==> config.mk <==
export PLATFORM = sky130hd
export DESIGN_NAME = opb_register_bank_ppc2simulink
export DESIGN_NICKNAME = d
export VERILOG_FILES = /design/src/rtl/opb_register_bank_ppc2simulink.sv
export SDC_FILE = /design/constraint.sdc
export NUM_CORES = 1
export LEC_CHECK = 0
export ABC_AREA = 1
export CORE_MARGIN = 3
export CORE_UTILIZATION = 51
export CTS_BUF_LIST = sky130_fd_sc_hd__clkbuf_8
export DETAILED_ROUTE_END_ITERATION = 16
export PLACE_DENSITY_LB_ADDON = 0.1
export SYNTH_ARGS = -nofsm -noshare
export SYNTH_HDL_FRONTEND = slang
export SYNTH_SLANG_ARGS = --single-unit
==> constraint.sdc <==
create_clock -name OPB_Clk -period 2.1 [get_ports OPB_Clk]
set_input_delay 0.42 -clock OPB_Clk [delete_from_list [all_inputs] [get_ports OPB_Clk]]
set_output_delay 0.42 -clock OPB_Clk [all_outputs]
set_load 0.01 [all_outputs]
==> src/rtl/opb_register_bank_ppc2simulink.sv <==
// rtl/opb_register_bank_ppc2simulink.sv - OPB slave register bank driving DSP-fabric control inputs
//
// Purpose:
//   C_NUM_REGS PowerPC-writable 32-bit control registers plus one read-only
//   status word at offset C_NUM_REGS*4. Registers flagged in C_PULSE_MASK
//   self-clear one cycle after being written (strobe/enable bits). Every
//   register write raises a one-cycle per-register write strobe.
//
// Ports:
//   OPB_Clk, OPB_Rst_n      : single clock, asynchronous active-low reset
//   OPB_ABus/BE/DBus/RNW    : OPB request (big-endian bit numbering, bit 0 = MSB)
//   OPB_select, OPB_seqAddr : transfer request; seqAddr is ignored
//   Sl_DBus, Sl_xferAck     : registered read data / acknowledge
//   Sl_errAck/retry/toutSup : tied low
//   user_data_out           : register i at bits [32i+31:32i]
//   user_wr_stb             : one-cycle write strobe per register
//   user_status_in          : status word, read-only
module opb_register_bank_ppc2simulink #(
  parameter logic [31:0] C_BASEADDR   = 32'h00000000,
  parameter logic [31:0] C_HIGHADDR   = 32'h000000FF,
  parameter int          C_NUM_REGS   = 4,
  parameter logic [15:0] C_PULSE_MASK = 16'h0000,
  parameter logic [31:0] C_RST_VAL    = 32'h00000000
) (
  input  logic                    OPB_Clk,
  input  logic                    OPB_Rst_n,
  input  logic [0:31]             OPB_ABus,
  input  logic [0:3]              OPB_BE,
  input  logic [0:31]             OPB_DBus,
  input  logic                    OPB_RNW,
  input  logic                    OPB_select,
  input  logic                    OPB_seqAddr,
  output logic [0:31]             Sl_DBus,
  output logic                    Sl_xferAck,
  output logic                    Sl_errAck,
  output logic                    Sl_retry,
  output logic                    Sl_toutSup,
  output logic [C_NUM_REGS*32-1:0] user_data_out,
  output logic [C_NUM_REGS-1:0]   user_wr_stb,
  input  logic [31:0]             user_status_in
);

  localparam logic [31:0] SPAN       = C_HIGHADDR - C_BASEADDR;
  localparam logic [29:0] STATUS_IDX = 30'(C_NUM_REGS);

  typedef enum logic [1:0] {IDLE, ACK, HOLD} state_t;

  state_t      state;
  logic [29:0] idx_q;
  logic        rnw_q;
  logic [3:0]  be_q;
  logic [31:0] wdata_q;
  logic        ack_q;
  logic [31:0] rd_q;
  logic [C_NUM_REGS-1:0] stb_q;
  logic [31:0] regs [C_NUM_REGS];

  // Positional assignment converts OPB big-endian numbering to [31:0]:
  // OPB_DBus[0] lands on bit 31, OPB_BE[0] lands on be_w[3] (bits 31:24).
  logic [31:0] abus_w;
  logic [31:0] dbus_w;
  logic [3:0]  be_w;
  logic [31:0] addr_off;
  logic [29:0] idx_w;
  logic        hit;
  logic [31:0] rd_next;

  assign abus_w = OPB_ABus;
  assign dbus_w = OPB_DBus;
  assign be_w   = OPB_BE;

  // Subtracting first lets addresses below the base wrap to large offsets,
  // so one unsigned compare covers both window bounds.
  assign addr_off = abus_w - C_BASEADDR;
  assign idx_w    = addr_off[31:2];
  assign hit      = OPB_select && (addr_off <= SPAN);

  logic unused_ok;
  assign unused_ok = ^{OPB_seqAddr, addr_off[1:0]};

  always_comb begin
    rd_next = '0;
    for (int i = 0; i < C_NUM_REGS; i++) begin
      if (idx_w == 30'(i)) rd_next = regs[i];
    end
    if (idx_w == STATUS_IDX) rd_next = user_status_in;
  end

  function automatic logic [31:0] merge_bytes(input logic [31:0] cur,
                                              input logic [31:0] wr,
                                              input logic [3:0]  en);
    logic [31:0] res;
    for (int b = 0; b < 4; b++) begin
      res[8*b +: 8] = en[b] ? wr[8*b +: 8] : cur[8*b +: 8];
    end
    return res;
  endfunction

  always_ff @(posedge OPB_Clk or negedge OPB_Rst_n) begin
    if (!OPB_Rst_n) begin
      state   <= IDLE;
      idx_q   <= '0;
      rnw_q   <= 1'b0;
      be_q    <= '0;
      wdata_q <= '0;
      ack_q   <= 1'b0;
      rd_q    <= '0;
      stb_q   <= '0;
      for (int i = 0; i < C_NUM_REGS; i++) begin
        regs[i] <= C_PULSE_MASK[i] ? 32'h0 : C_RST_VAL;
      end
    end else begin
      ack_q <= 1'b0;
      rd_q  <= '0;
      stb_q <= '0;
      // Pulse registers fall back to zero unless a commit below overrides.
      for (int i = 0; i < C_NUM_REGS; i++) begin
        if (C_PULSE_MASK[i]) regs[i] <= 32'h0;
      end
      case (state)
        IDLE: begin
          if (hit) begin
            idx_q   <= idx_w;
            rnw_q   <= OPB_RNW;
            be_q    <= be_w;
            wdata_q <= dbus_w;
            ack_q   <= 1'b1;
            state   <= ACK;
            if (OPB_RNW) begin
              rd_q <= rd_next;
            end else begin
              for (int i = 0; i < C_NUM_REGS; i++) begin
                if (idx_w == 30'(i)) stb_q[i] <= 1'b1;
              end
            end
          end
        end
        ACK: begin
          if (!rnw_q) begin
            for (int i = 0; i < C_NUM_REGS; i++) begin
              if (idx_q == 30'(i)) regs[i] <= merge_bytes(regs[i], wdata_q, be_q);
            end
          end
          state <= HOLD;
        end
        HOLD: begin
          // One ack per select assertion: wait for select to drop.
          if (!OPB_select) state <= IDLE;
        end
        default: state <= IDLE;
      endcase
    end
  end

  for (genvar g = 0; g < C_NUM_REGS; g++) begin : g_out
    assign user_data_out[32*g +: 32] = regs[g];
  end

  assign Sl_DBus     = rd_q;
  assign Sl_xferAck  = ack_q;
  assign Sl_errAck   = 1'b0;
  assign Sl_retry    = 1'b0;
  assign Sl_toutSup  = 1'b0;
  assign user_wr_stb = stb_q;

endmodule

== Word level (Yosys, flattened, before mapping) ==
Cells that the tools add are included.

* Bits in registers: 234
* Word-level logic and storage cells: 79

* Order comparisons: 1
* Equal/unequal tests: 11
* Muxes and demuxes: 20
* Bitwise operators: 1
* Reductions and logical operators: 22

{| class="wikitable"
|+ Operator list
! kind !! count
|-
| $mux 32 || 8
|-
| $eq 30x2->1 const B || 4
|-
| $reduce_and 4->1 || 16
|-
| $eq 30x1->1 const B || 2
|-
| $logic_not 30->1 || 2
|-
| $le 32x8->1 const B || 1
|-
| $eq 30x3->1 const B || 1
|-
| $mux 4 || 3
|-
| $mux 1 || 6
|-
| $pmux 2 s3 || 1
|-
| $mux 2 || 2
|-
| $ne 2x2->1 const B || 2
|-
| $reduce_and 2->1 || 2
|-
| $eq 2x1->1 const B || 1
|-
| $eq 2x2->1 const B || 1
|-
| $logic_not 2->1 || 1
|-
| $logic_and 1x1->1 || 1
|-
| $not 1->1 || 1
|}

== Logic depth before layout (Yosys ltp) ==
* Word-level depth: 9
* Depth in mapped cells: 11
* Gate-level depth less buffers: 9

== Worst setup path before layout ==
No wires, ideal clock.

* Path kind: input -> register
* From: in OPB_ABus[6] (netlist name)
* To: reg rd_q[21] (netlist: Sl_DBus[10])
* Setup time: 0.073 ns
* Data arrival time: 1.581 ns
* Setup slack: 0.446 ns
* Cell stages on the path: 11
* Path through: nor2_1 > nand2_1 > nor2_1 > nand2_2 > nor2_4 > nand2_2 > buf_6 > nor2_8 > buf_6 > o21ai_2 > a21oi_2

* Word-level cells in the longest chain between the ends: 9

{| class="wikitable"
|+ Ends and longest elaborated chain
! item !! RTL line !! RTL
|-
| start: declaration || 27 || <nowiki>input logic [0:31] OPB_ABus,</nowiki>
|-
| $logic_not 30->1 || 84 || <nowiki>if (idx_w == 30'(i)) rd_next = regs[i];</nowiki>
|-
| $mux 32 (4 in series) || 84 ||
|-
| $mux 32 || 86 || <nowiki>if (idx_w == STATUS_IDX) rd_next = user_status_in;</nowiki>
|-
| $mux 32 || 129 || <nowiki>if (OPB_RNW) begin</nowiki>
|-
| $mux 32 (*) || 122 || <nowiki>if (hit) begin</nowiki>
|-
| $mux 32 (*) || 120 || <nowiki>case (state)</nowiki>
|-
| end signal: assignment || 130 || <nowiki>rd_q <= rd_next;</nowiki>
|-
| end: declaration || 54 || <nowiki>logic [31:0] rd_q;</nowiki>
|}

Mark *: on every way between the ends. The rest lies on a longest branch, timed or not.
A chain may end at the register's enable or synchronous reset.

== Worst setup path after layout ==
* From: reg idx_q[5]
* To: reg regs, in the netlist user_data_out[109]

* Word-level cells in the longest chain between the ends: 2

{| class="wikitable"
|+ Ends and longest elaborated chain
! item !! RTL line !! RTL
|-
| start: declaration || 49 || <nowiki>logic [29:0] idx_q;</nowiki>
|-
| start signal: assignment || 123 || <nowiki>idx_q <= idx_w;</nowiki>
|-
| $eq 30x2->1 || 141 || <nowiki>if (idx_q == 30'(i)) regs[i] <= merge_bytes(regs[i], wdata_q, be_q);</nowiki>
|-
| $reduce_and 4->1 (no source line) || -- ||
|-
| end signal: indexed assignment || 110 || <nowiki>regs[i] <= C_PULSE_MASK[i] ? 32'h0 : C_RST_VAL;</nowiki>
|-
| end signal: indexed assignment || 141 ||
|-
| end: declaration || 56 || <nowiki>logic [31:0] regs [C_NUM_REGS];</nowiki>
|}

No other way between the ends.

==> results_dict.tcl <==
set metrics [dict create \
    r2r_start "idx_q[5]" \
    vias 10500 \
    seq_area_sq_um 5860 \
    p_per_area_nw_per_um2 566 \
    worst_setup_path_start_kind "register" \
    yosysTopAreaCellShare_pct 53.1 \
    layout-drive-gt1-share_pct 13.2 \
    die_area_sq_um 23400 \
    start_util_pct 52.1 \
    crit_path_end_kind "register" \
    slew_violations 0 \
    critPathKind "register to register" \
    final_util_pct 72.1 \
    fin_skew_ns 0.0236 \
    cts_buffers 40 \
    clock-sinks 234 \
    clock_path_buffers 3 \
    synthMostInstantiatedCell "nand2_1" \
    grt_overflow 0 \
    tritoncts "done" \
    setup_slack_ns 0.0866 \
    clk_latency_ns 0.54 \
    rsz0062_at_grt "no" \
    antenna_cells 0 \
    cp.required_ns 2.51 \
    first_pass_iters 5 \
    grt_pass1_wl_um 55700 \
    n_fill_cell 1667 \
    final_nets 1760 \
    cp-startpoint "idx_q[5]" \
    synth_common_cells "nand2_1, dfrtp_1, nand3_1" \
    yosysWarnings 0 \
    die_w_um 153 \
    wl_um 34700 \
    stdcell_area_sq_um 15200 \
    ant_nets 0 \
    synth_cell_types 26 \
    place_area_sq_um 14400 \
    viasPerCell 5.37 \
    multi_input_area_sq_um 4430 \
    postSynth.asyncResetShare_pct 100 \
    clock.fmax_ghz 0.497 \
    h-tree-depth 2 \
    crit_fanout 8 \
    area_delta_synth_final_pct 38.2 \
    ios 273 \
    hold_viol_final 0 \
    power.leakage_nw 7.41 \
    grt_use_total_pct 29.7 \
    rows 53 \
    pre_cts_ws_ns -0.245 \
    holdWs_ns 0.387 \
    setup_viol 0 \
    drv_cap 0 \
    first_iter_violations 819 \
    yosys.area.top_type "dfrtp_1" \
    wl_per_cell_um 17.8 \
    grt_pass1_vias 10100 \
    status "finished clean" \
    synth_cells 1350 \
    yosys-top-cells-area "dfrtp_1, nand2_1, nand3_1" \
    io_buffers 266 \
    synth_ff_type "dfrtp_1" \
    synthesis.area_sq_um 11000 \
    core_region_area_sq_um 21200 \
    cp.arrival_ns 2.43 \
    ys_ff_latch 234 \
    hpwl_um 24800 \
    avgSynthCellArea_sq_um 8.17 \
    hp-class "input port to async pin" \
    grt_antenna_before_repair 0 \
    ir_worst_vdd_mv 0.544 \
    period_share_pct 95.9 \
    grt_max_degree 63 \
    drc_errors 0 \
    worst_pin_slew_ns 0.547 \
    slew_headroom_pct 63.5 \
    root_buffer "clkbuf_8" \
    path_clk_slew_ns 0.06 \
    fp.dieH_um 153 \
    ys_seq_area_share_pct 53.1 \
    fin_crit_ns 2.01 \
    routabilityCongestion 0.895 \
    synth_enable_flop_cells 0 \
]
[what timing repair did]
item / 4_1_cts / 5_1_grt
pin swaps: 2 / 3
buffers inserted: 4 / 0
gates cloned: 0 / 0
hold endpoints to repair: 40 / 0
endpoints found under the setup margin: 52 / 129
hold buffers: 1 / 0
resized for setup: 0 / 13
[through the flow]
| step | total power, mW | setup TNS (ns) | cells |
|---|---|---|---|
| 2_1_floorplan | 4.63 | 0 | 1352 |
| 3_3_place_gp | 4.97 | -16.11 | 1883 |
| 3_5_place_dp | 4.98 | -20.68 | 1883 |
| 4_1_cts | 8.70 | 0 | 1955 |
| 5_1_grt | 8.95 | 0 | 1955 |
| 6_report | 8.63 | 0 | 1955 |
[layout make-up]
type / instances / share of cell area, %
Sequential cell: 234 / 38.4
Inverter: 113 / 2.78
Timing Repair Buffer: 342 / 22.8
Clock inverter: 21 / 0.558
Tap cell: 275 / 2.26
Clock buffer: 46 / 4.15
Multi-Input combinational cell: 924 / 29.0
[layer usage]
layer  vias to the layer above  share of wire, %  wire length [um]  track usage (%)
met2                       512                46             16000             46.7
met4                         0               2.2               779             8.78
met3                        55               9.9              3440             7.53
met5                         -                 0                 0                0
li1                       4957                 -                 -                -
met1                      4970                42             14400             41.2
[critical path: stages, from the launching register on]
cell and delay [ns]:
dfrtp_1 0.39, nor4_2 0.34, nand4_1 0.27, nor2_4 0.31
nand2_1 0.35, nand2_1 0.15, nand2_1 0.06
[report_power, final]
part           internal [mW]  switching, mW  total (mW)
clock                   1.98           1.76        3.74
sequential              4.51     0.00000267        4.51
combinational          0.201          0.181       0.382
total                   6.69           1.94        8.63
[layout by cell type (no fill, tap or decap), drive strengths merged, types with 3 or more instances in the layout]
master | synthesis | layout
clkdlybuf4s50 | 0 | 263
nand2 | 503 | 503
nor3 | 3 | 3
dfrtp | 234 | 234
conb | 1 | 3
a21oi | 33 | 33
o2111ai | 32 | 32
nand4 | 7 | 7
clkbuf | 32 | 46
nor4 | 3 | 3
nand3 | 229 | 229
buf | 49 | 77
inv | 113 | 133
o21ai | 42 | 42
nor2 | 69 | 69
[cells by family after synthesis]
logic type / Yosys count / synth area share (%)
DFF: 234 / 53.1
other: 1 / 0.0340
AOI/OAI and AO/OA: 107 / 7.99
and+or+nand+nor: 814 / 31.2
buffers and inverters: 194 / 7.70
[flip-flops by register name, summed over array words and instances (netlist names)]
register,flops
Sl_xferAck,1
Sl_DBus,32
rnw_q,1
be_q,4
state,2
user_data_out,128
user_wr_stb,4
idx_q,30
wdata_q,32
[path summary, 6_finish.rpt]
path / slack (ns) / end / cells past startpoint
worst max-delay path: 0.09 / user_data_out[109] / 6
worst min-delay path: 0.39 / Sl_DBus[29] / 2
max in group asynchronous: 1.05 / idx_q[25] / 3
min in group OPB_Clk: 0.41 / wdata_q[19] / 3
worst min register to register: 0.49 / idx_q[11] / 2
worst max register to register: 0.09 / user_data_out[109] / 6
(Power assumes the default switching activity.)
